**src/rtl/serial_adder_pkg.sv**
```systemverilog
// Shared definitions for the bit-serial adder: FSM state encoding and the
// default operand width.
package serial_adder_pkg;

    // Default operand/result width in bits (legal range 2..32).
    localparam int DEFAULT_WIDTH = 8;

    // Control FSM states. busy is exactly RUN, done is exactly DONE.
    typedef enum logic [1:0] {
        IDLE = 2'b00,
        RUN  = 2'b01,
        DONE = 2'b10
    } state_t;

endpackage

```
**src/rtl/serial_adder_full_adder.sv**
```systemverilog
// Gate-level one-bit full adder cell (module full_adder).
// Port order is (s, c_out, a, b, c_in).
module full_adder (
    output logic s,
    output logic c_out,
    input  logic a,
    input  logic b,
    input  logic c_in
);

    logic p;

    // Propagate term shared by the sum and the carry.
    assign p     = a ^ b;
    assign s     = p ^ c_in;
    assign c_out = (a & b) | (c_in & p);

endmodule

```
**src/rtl/serial_adder.sv**
```systemverilog
// Bit-serial adder: adds two WIDTH-bit operands plus carry-in LSB-first,
// one bit per clock, through a single full_adder cell and a registered
// carry loop.
//
// Build option: define SERIAL_ADDER_OVF_EN to add the signed-overflow
// output ovf. Without it the port and its logic are absent.
//
// Handshake: start is accepted on a rising edge only while busy=0
// (state IDLE or DONE); a, b and c_in are sampled on that edge only.
// busy is high for the WIDTH cycles of RUN, done pulses for one cycle
// afterwards, and sum/c_out(/ovf) stay stable from done until the next
// accepted start. start while busy is dropped without any indication.
module serial_adder
    import serial_adder_pkg::*;
#(
    parameter int WIDTH = DEFAULT_WIDTH
) (
    input  logic             clk,
    input  logic             rst_n,
    input  logic             start,
    input  logic [WIDTH-1:0] a,
    input  logic [WIDTH-1:0] b,
    input  logic             c_in,
    output logic             busy,
    output logic             done,
    output logic [WIDTH-1:0] sum,
    output logic             c_out
`ifdef SERIAL_ADDER_OVF_EN
    ,
    output logic             ovf
`endif
);

    // Bit counter just wide enough to index the operand bits.
    localparam int CW = (WIDTH > 1) ? $clog2(WIDTH) : 1;
    localparam logic [CW-1:0] LAST_BIT = CW'(WIDTH - 1);

    // FSM state, visible by name for checkers bound to this module.
    state_t state;
    state_t next_state;

    logic [WIDTH-1:0] sa;
    logic [WIDTH-1:0] sb;
    logic             cy;
    logic [CW-1:0]    cnt;
    logic             s;
    logic             co;
    logic             accept;
    logic             last_bit;

    // A new operation is taken only when no addition is in progress.
    assign accept   = start && ((state == IDLE) || (state == DONE));
    assign last_bit = (cnt == LAST_BIT);

    // Single full adder works on the current LSBs and the carry loop.
    full_adder u_cell (
        .s     (s),
        .c_out (co),
        .a     (sa[0]),
        .b     (sb[0]),
        .c_in  (cy)
    );

    // FSM state register.
    always_ff @(posedge clk or negedge rst_n) begin
        if (!rst_n) begin
            state <= IDLE;
        end else begin
            state <= next_state;
        end
    end

    // FSM next-state logic.
    always_comb begin
        next_state = state;
        case (state)
            IDLE:    if (start) next_state = RUN;
            RUN:     if (last_bit) next_state = DONE;
            DONE:    next_state = start ? RUN : IDLE;
            default: next_state = IDLE;
        endcase
    end

    // FSM outputs decoded straight from the state.
    always_comb begin
        busy = 1'b0;
        done = 1'b0;
        case (state)
            RUN:     busy = 1'b1;
            DONE:    done = 1'b1;
            default: ;
        endcase
    end

    // Operand shift registers, carry loop, bit counter and result capture.
    always_ff @(posedge clk or negedge rst_n) begin
        if (!rst_n) begin
            sa    <= '0;
            sb    <= '0;
            cy    <= 1'b0;
            cnt   <= '0;
            sum   <= '0;
            c_out <= 1'b0;
`ifdef SERIAL_ADDER_OVF_EN
            ovf   <= 1'b0;
`endif
        end else if (accept) begin
            sa  <= a;
            sb  <= b;
            cy  <= c_in;
            cnt <= '0;
        end else if (state == RUN) begin
            sa  <= {1'b0, sa[WIDTH-1:1]};
            sb  <= {1'b0, sb[WIDTH-1:1]};
            sum <= {s, sum[WIDTH-1:1]};
            cy  <= co;
            if (last_bit) begin
                // Counter holds on the final bit so it never wraps.
                c_out <= co;
`ifdef SERIAL_ADDER_OVF_EN
                // Carry into the MSB differs from carry out of it.
                ovf   <= cy ^ co;
`endif
            end else begin
                cnt <= cnt + 1'b1;
            end
        end
    end

endmodule

```
**config.mk**
```make
export PLATFORM = sky130hd
export DESIGN_NAME = serial_adder
export DESIGN_NICKNAME = d
export VERILOG_FILES = /design/src/rtl/serial_adder_pkg.sv /design/src/rtl/serial_adder_full_adder.sv /design/src/rtl/serial_adder.sv
export SDC_FILE = /design/constraint.sdc
export NUM_CORES = 1
export LEC_CHECK = 0
export ABC_AREA = 0
export BUFFER_PORTS_ARGS = -buffer_cell sky130_fd_sc_hd__buf_2
export CORE_MARGIN = 2
export CORE_UTILIZATION = 53
export CTS_CLUSTER_SIZE = 12
export DETAILED_ROUTE_END_ITERATION = 7
export PLACE_DENSITY_LB_ADDON = 0.05
export SLEW_MARGIN = 20
export SYNTH_ARGS = -nofsm -noshare
export SYNTH_HDL_FRONTEND = slang
export SYNTH_SLANG_ARGS = --single-unit
```
**constraint.sdc**
```tcl
create_clock -name clk -period 2 [get_ports clk]
set_input_delay 0.1 -clock clk [delete_from_list [all_inputs] [get_ports clk]]
set_output_delay 0.1 -clock clk [all_outputs]
set_load 0.02 [all_outputs]
```
-- Word level (Yosys, flattened, before mapping)
Index checks and enable logic that the tools add are counted.
- $add $sub $neg: 1
- equality and inequality tests: 6
- multiplexer cells: 15
- bitwise gates (word level): 6
- reduce and logical (&&, ||, !) cells: 8
- operators by type and width (cell ; count):
    $mux W8 ; 4
    $mux W3 ; 3
    $ne A2 B2 Y1 const B ; 3
    $pmux W2 S3 ; 1
    $reduce_and A2 Y1 ; 3
    $mux W1 ; 5
    $mux W2 ; 2
    $add A3 B1 Y3 const B ; 1
    $eq A3 B3 Y1 const B ; 1
    $reduce_and A3 Y1 ; 1
    $and A1 B1 Y1 ; 2
    $eq A2 B1 Y1 const B ; 1
    $eq A2 B2 Y1 const B ; 1
    $logic_not A2 Y1 ; 1
    $reduce_bool A2 Y1 ; 1
    $xor A1 B1 Y1 ; 2
    $logic_and A1 B1 Y1 ; 1
    $logic_or A1 B1 Y1 ; 1
    $not A1 Y1 ; 1
    $or A1 B1 Y1 ; 1
- flip-flop bits (word level): 31
- input port bits: 20
- word-level logic and storage cells: 43

-- Logic depth before layout (Yosys ltp)
- depth after elaboration: 5
- gate-level depth with buffers: 6
- mapped depth without buffers: 5

-- Modules after synthesis
A second synthesis with hierarchy kept.
- cells, all modules: 120
- area total of the unflattened synthesis: 1625.3 µm²
- modules (own cells, without submodules) (module ; times used ; cells an instance ; area each (µm²) ; sequential area each (µm²)):
    serial_adder ; 1 ; 119 ; 1605.3 ; 775.7
    full_adder ; 1 ; 1 ; 20.0 ; 0.0

-- Worst setup path before layout
No wires, ideal clock.
- kind: reg-to-reg
- start: register cnt[0]
- end: register cnt[0]
- arrival: 1.286 ns
- data required time: 1.882 ns
- path slack: 0.596 ns
- stages on the path, launching flop included: 6
- period minus slack after synthesis: 1.404 ns
- cell sequence: dfrtp_1 > ha_1 > ha_1 > nor2_1 > xor2_1 > a21o_1
- word-level cells in the longest chain between the ends: 4
- RTL lines (what ; RTL line ; text):
    start, declared ; serial_adder.sv:45 ; logic [CW-1:0] cnt;
    start signal, assigned ; serial_adder.sv:125 ; cnt <= cnt + 1'b1;
    $add A3 B1 Y3 ; serial_adder.sv:125 ;
    $mux W3 ; serial_adder.sv:117 ; if (last_bit) begin
    $mux W3 ; serial_adder.sv:112 ; end else if (state == RUN) begin
    $mux W3 ; serial_adder.sv:107 ; end else if (accept) begin
Parallel ways exist; a longest one is shown, timed or not. The select of a mux whose other input is x is not followed.
A chain may end at the register's enable or synchronous reset.

-- Worst setup path after layout
Ends and elaborated chain as after synthesis.

==> impl_metrics.yaml <==
cells_and_area:
  post_route_cells_drive_above_1_share_pct: 25.70
  utilization_of_the_core_after_routing_pct: 67.31
  nNetsFinal: 201
  antennaDiodeCount: 0
  syn_to_final_growth_pct: 18.83
  final_non_filler_cell_total: 209
die:
  die-width_um: 55.92
  core_ar_mm2: 0.002522
  num_io_pins: 31
  fp-row-count: 18
  design.die.area_mm2: 0.003127
  floorplan.initialDensity_pct: 56.65
  die-height_um: 55.92
sta:
  timing.final.hold_violations: 0
  report.final.setup_viol: 0
  setup_total_negative_slack_ps: 0
  worst_clock_skew_ps: 9.749
  finalCritPeriodShare_pct: 76.46
  hold_ws_ps: 30.42
  fmax_mhz: 653.9
  grt_setup_unrepaired: "false"
  max-slew-margin-rel_pct: 54.31
  final_period_minus_worst_setup_slack_ps: 1529
  worst_pin_slew_ps: 685.3
  slew_violations: 0
setup_path:
  critical_path_required_ps: 2220
  critPathBufInv: 0
  critPathMaxFanout: 6
  crit_path_top_delay_cell: "sky130_fd_sc_hd__dfrtp_1"
  timing.critical_path.cells: "ha_1, ha_1, nor2_1, xor2_1, a21o_1"
  cpLargestDelayFamily: "flip-flops"
  crit_path_start_kind: "register"
  end_kind: "register"
  crit_top_cell: "sky130_fd_sc_hd__ha_1"
  worst-setup-path-type: "register to register"
  crit_arrival_ps: 1750
  max_stage_delay_ps: 420
synthesis:
  fraction_of_the_yosys_area_taken_by_sequential_cells_pct: 54.29
  synth_cell_type_count: 27
  syn_area_per_cell_um2: 9.923
  postSynthRegisterBits: 31
  total_nets_after_synthesis: 167
  yosysWarnings: 0
  synthesized_instance_count: 144
  mappedNetlistArea_mm2: 0.001429
clocking:
  ctsHtreeMaxLevel: 2
  numClockSinks: 31
  cts_resized: 0
  clk_transition_reported_paths_ps: 100
  cts_inserted_buffers: 5
  insertion_delay_ps: 330
  cts.root.buffer_cell: "sky130_fd_sc_hd__clkbuf_4"
  cts_tree: "done"
  clock_tree_buf_depth: 2
  cts_post_setup_buffers_inserted: 0
route:
  total_routed_wirelength_um: 2859
  routed_via_count: 1129
  wire_per_inst_um: 13.68
  vias_per_cell: 5.402
  initialDrtViolationCount: 26
  first_pass_iters: 4
  drtAntennaViolNets: 0
  route.detailed.drc: 0
power_and_ir_drop:
  static-leakage-power_nw: 0.8202
  power_dens_cells_mw_per_mm2: 1640
  ir_worst_vdd_mv: 1.015
placement:
  place.gp.congestion: 0.7203
  post-place-cells: 198
  number_of_port_buffers: 30
  detailed_place_hpwl_um: 1927
global_routing:
  grt_antenna_before_repair: 0
  via_count_of_the_first_global_routing_pass: 1058
  track_usage_pct: 19.64
  gr-total-overflow: 0
  grt_first_pass_wirelength_um: 4774
  pin_count_of_the_biggest_net_entering_global_routing: 32
min_path:
  hp-class: "input pin to register"
status:
  run_status: "complete, no violations"
flow_run:
  maxCapViolCount: 0
## worst register-to-register path, stage by stage (launching register included)
cell	delay, ps
sky130_fd_sc_hd__dfrtp_1	420
sky130_fd_sc_hd__ha_1	220
sky130_fd_sc_hd__ha_1	190
sky130_fd_sc_hd__nor2_1	310
sky130_fd_sc_hd__xor2_1	110
sky130_fd_sc_hd__a21o_1	190
## power by group
part / internal, mW / leakage [nW] / switching, mW
Sequential: 0.916 / 0.378 / 0.229
Clock: 0.295 / 0.0482 / 0.213
Combinational: 0.486 / 0.394 / 0.645
## cells in the mapped netlist
| master | instances | area (um^2) |
|---|---|---|
| sky130_fd_sc_hd__nand2b_1 | 1 | 6.260 |
| sky130_fd_sc_hd__dfrtp_1 | 31 | 775.7 |
| sky130_fd_sc_hd__a21oi_1 | 4 | 20.02 |
| sky130_fd_sc_hd__a22o_1 | 1 | 8.760 |
| sky130_fd_sc_hd__mux2_4 | 1 | 15.01 |
| sky130_fd_sc_hd__nand2_1 | 31 | 116.4 |
| sky130_fd_sc_hd__o22ai_1 | 10 | 62.56 |
| sky130_fd_sc_hd__xor2_1 | 1 | 8.760 |
| sky130_fd_sc_hd__a22oi_1 | 1 | 7.510 |
| sky130_fd_sc_hd__buf_4 | 1 | 7.510 |
| sky130_fd_sc_hd__buf_2 | 7 | 35.03 |
| sky130_fd_sc_hd__inv_2 | 1 | 3.750 |
| sky130_fd_sc_hd__nand2b_4 | 1 | 13.76 |
| sky130_fd_sc_hd__nor2_1 | 13 | 48.80 |
| sky130_fd_sc_hd__o211ai_1 | 2 | 15.01 |
| sky130_fd_sc_hd__nor3_1 | 10 | 50.05 |
| sky130_fd_sc_hd__a21o_1 | 1 | 7.510 |
| sky130_fd_sc_hd__nor3b_1 | 1 | 7.510 |
| sky130_fd_sc_hd__nor2b_1 | 6 | 37.54 |
| sky130_fd_sc_hd__ha_1 | 2 | 25.02 |
| sky130_fd_sc_hd__fa_1 | 1 | 20.02 |
| sky130_fd_sc_hd__nand3_1 | 4 | 20.02 |
| sky130_fd_sc_hd__mux2i_1 | 5 | 50.05 |
| sky130_fd_sc_hd__a211oi_1 | 4 | 30.03 |
| sky130_fd_sc_hd__o21ai_0 | 1 | 5.000 |
| sky130_fd_sc_hd__buf_6 | 2 | 22.52 |
| sky130_fd_sc_hd__and2_4 | 1 | 8.760 |
## placed cells by master, fill, tap and decap left out, types with 2 or more instances in the layout
master	count
sky130_fd_sc_hd__a211oi_1	4
sky130_fd_sc_hd__a21oi_1	4
sky130_fd_sc_hd__buf_2	30
sky130_fd_sc_hd__buf_4	4
sky130_fd_sc_hd__clkbuf_4	5
sky130_fd_sc_hd__dfrtp_1	31
sky130_fd_sc_hd__dlygate4sd3_1	3
sky130_fd_sc_hd__ha_1	2
sky130_fd_sc_hd__mux2i_1	5
sky130_fd_sc_hd__nand2_1	31
sky130_fd_sc_hd__nand3_1	4
sky130_fd_sc_hd__nor2_1	13
sky130_fd_sc_hd__nor2b_1	6
sky130_fd_sc_hd__nor3_1	10
sky130_fd_sc_hd__o211ai_1	2
sky130_fd_sc_hd__o22ai_1	10
## registers in the layout, summed over array words and instances, names as in the netlist
register / count
sum: 8
c_out: 1
cnt: 3
state: 2
sa: 8
sb: 8
cy: 1
## cells by family after synthesis
group | count (synthesis) | share of synthesized area [%]
compound gates | 24 | 10.95
fa+ha+maj | 3 | 3.152
flops | 31 | 54.29
mux | 6 | 4.553
xor+xnor | 1 | 0.6131
buf+inv | 11 | 4.816
simple gates | 68 | 21.63
## metrics by stage
| stage | total power [mW] | cell area [um^2] | setup slack, ps |
|---|---|---|---|
| after CTS | 2.802 | 1698 | 451.6 |
| final | 2.785 | 1698 | 470.7 |
| after detailed placement | 2.281 | 1582 | 462.1 |
| after global placement | 2.223 | 1582 | 541.9 |
| after global routing | 3.002 | 1698 | 354.3 |
| after floorplan | 1.983 | 1429 | 595.8 |
## layout make-up
type / instances / area [um^2]
inverters: 1 / 3.754
repair buffers: 37 / 210.2
fillers: 217 / 824.5
clock inverters: 2 / 35.03
multi-input cells: 102 / 584.3
flip-flops and latches: 31 / 775.7
clock buffers: 6 / 51.30
well taps: 30 / 37.54
## path summary, 6_finish.rpt
path	startpoint	to	slack, ps	cells past startpoint
max in group asynchronous	rst_n	cnt[2]	1210	2
max	cnt[0]	cnt[0]	470	5
min in group asynchronous	rst_n	sa[5]	350	2
max reg2reg	cnt[0]	cnt[0]	470	5
min	b[4]	sb[4]	30	3
min reg2reg	sum[4]	sum[3]	500	2
## what timing repair did
item	CTS	global route
hold buffers	3	0
endpoints found under the setup margin	0	0
hold endpoints to repair	33	0
## routing by layer
layer	global-route usage [%]	share of wire [%]	vias up
met1	26.29	45	522
met5	0	0	-
met4	5.782	1.3	0
met2	30.27	47	40
li1	-	-	562
met3	6.977	6.8	5
No activity file was read; power rests on OpenSTA's default activity.
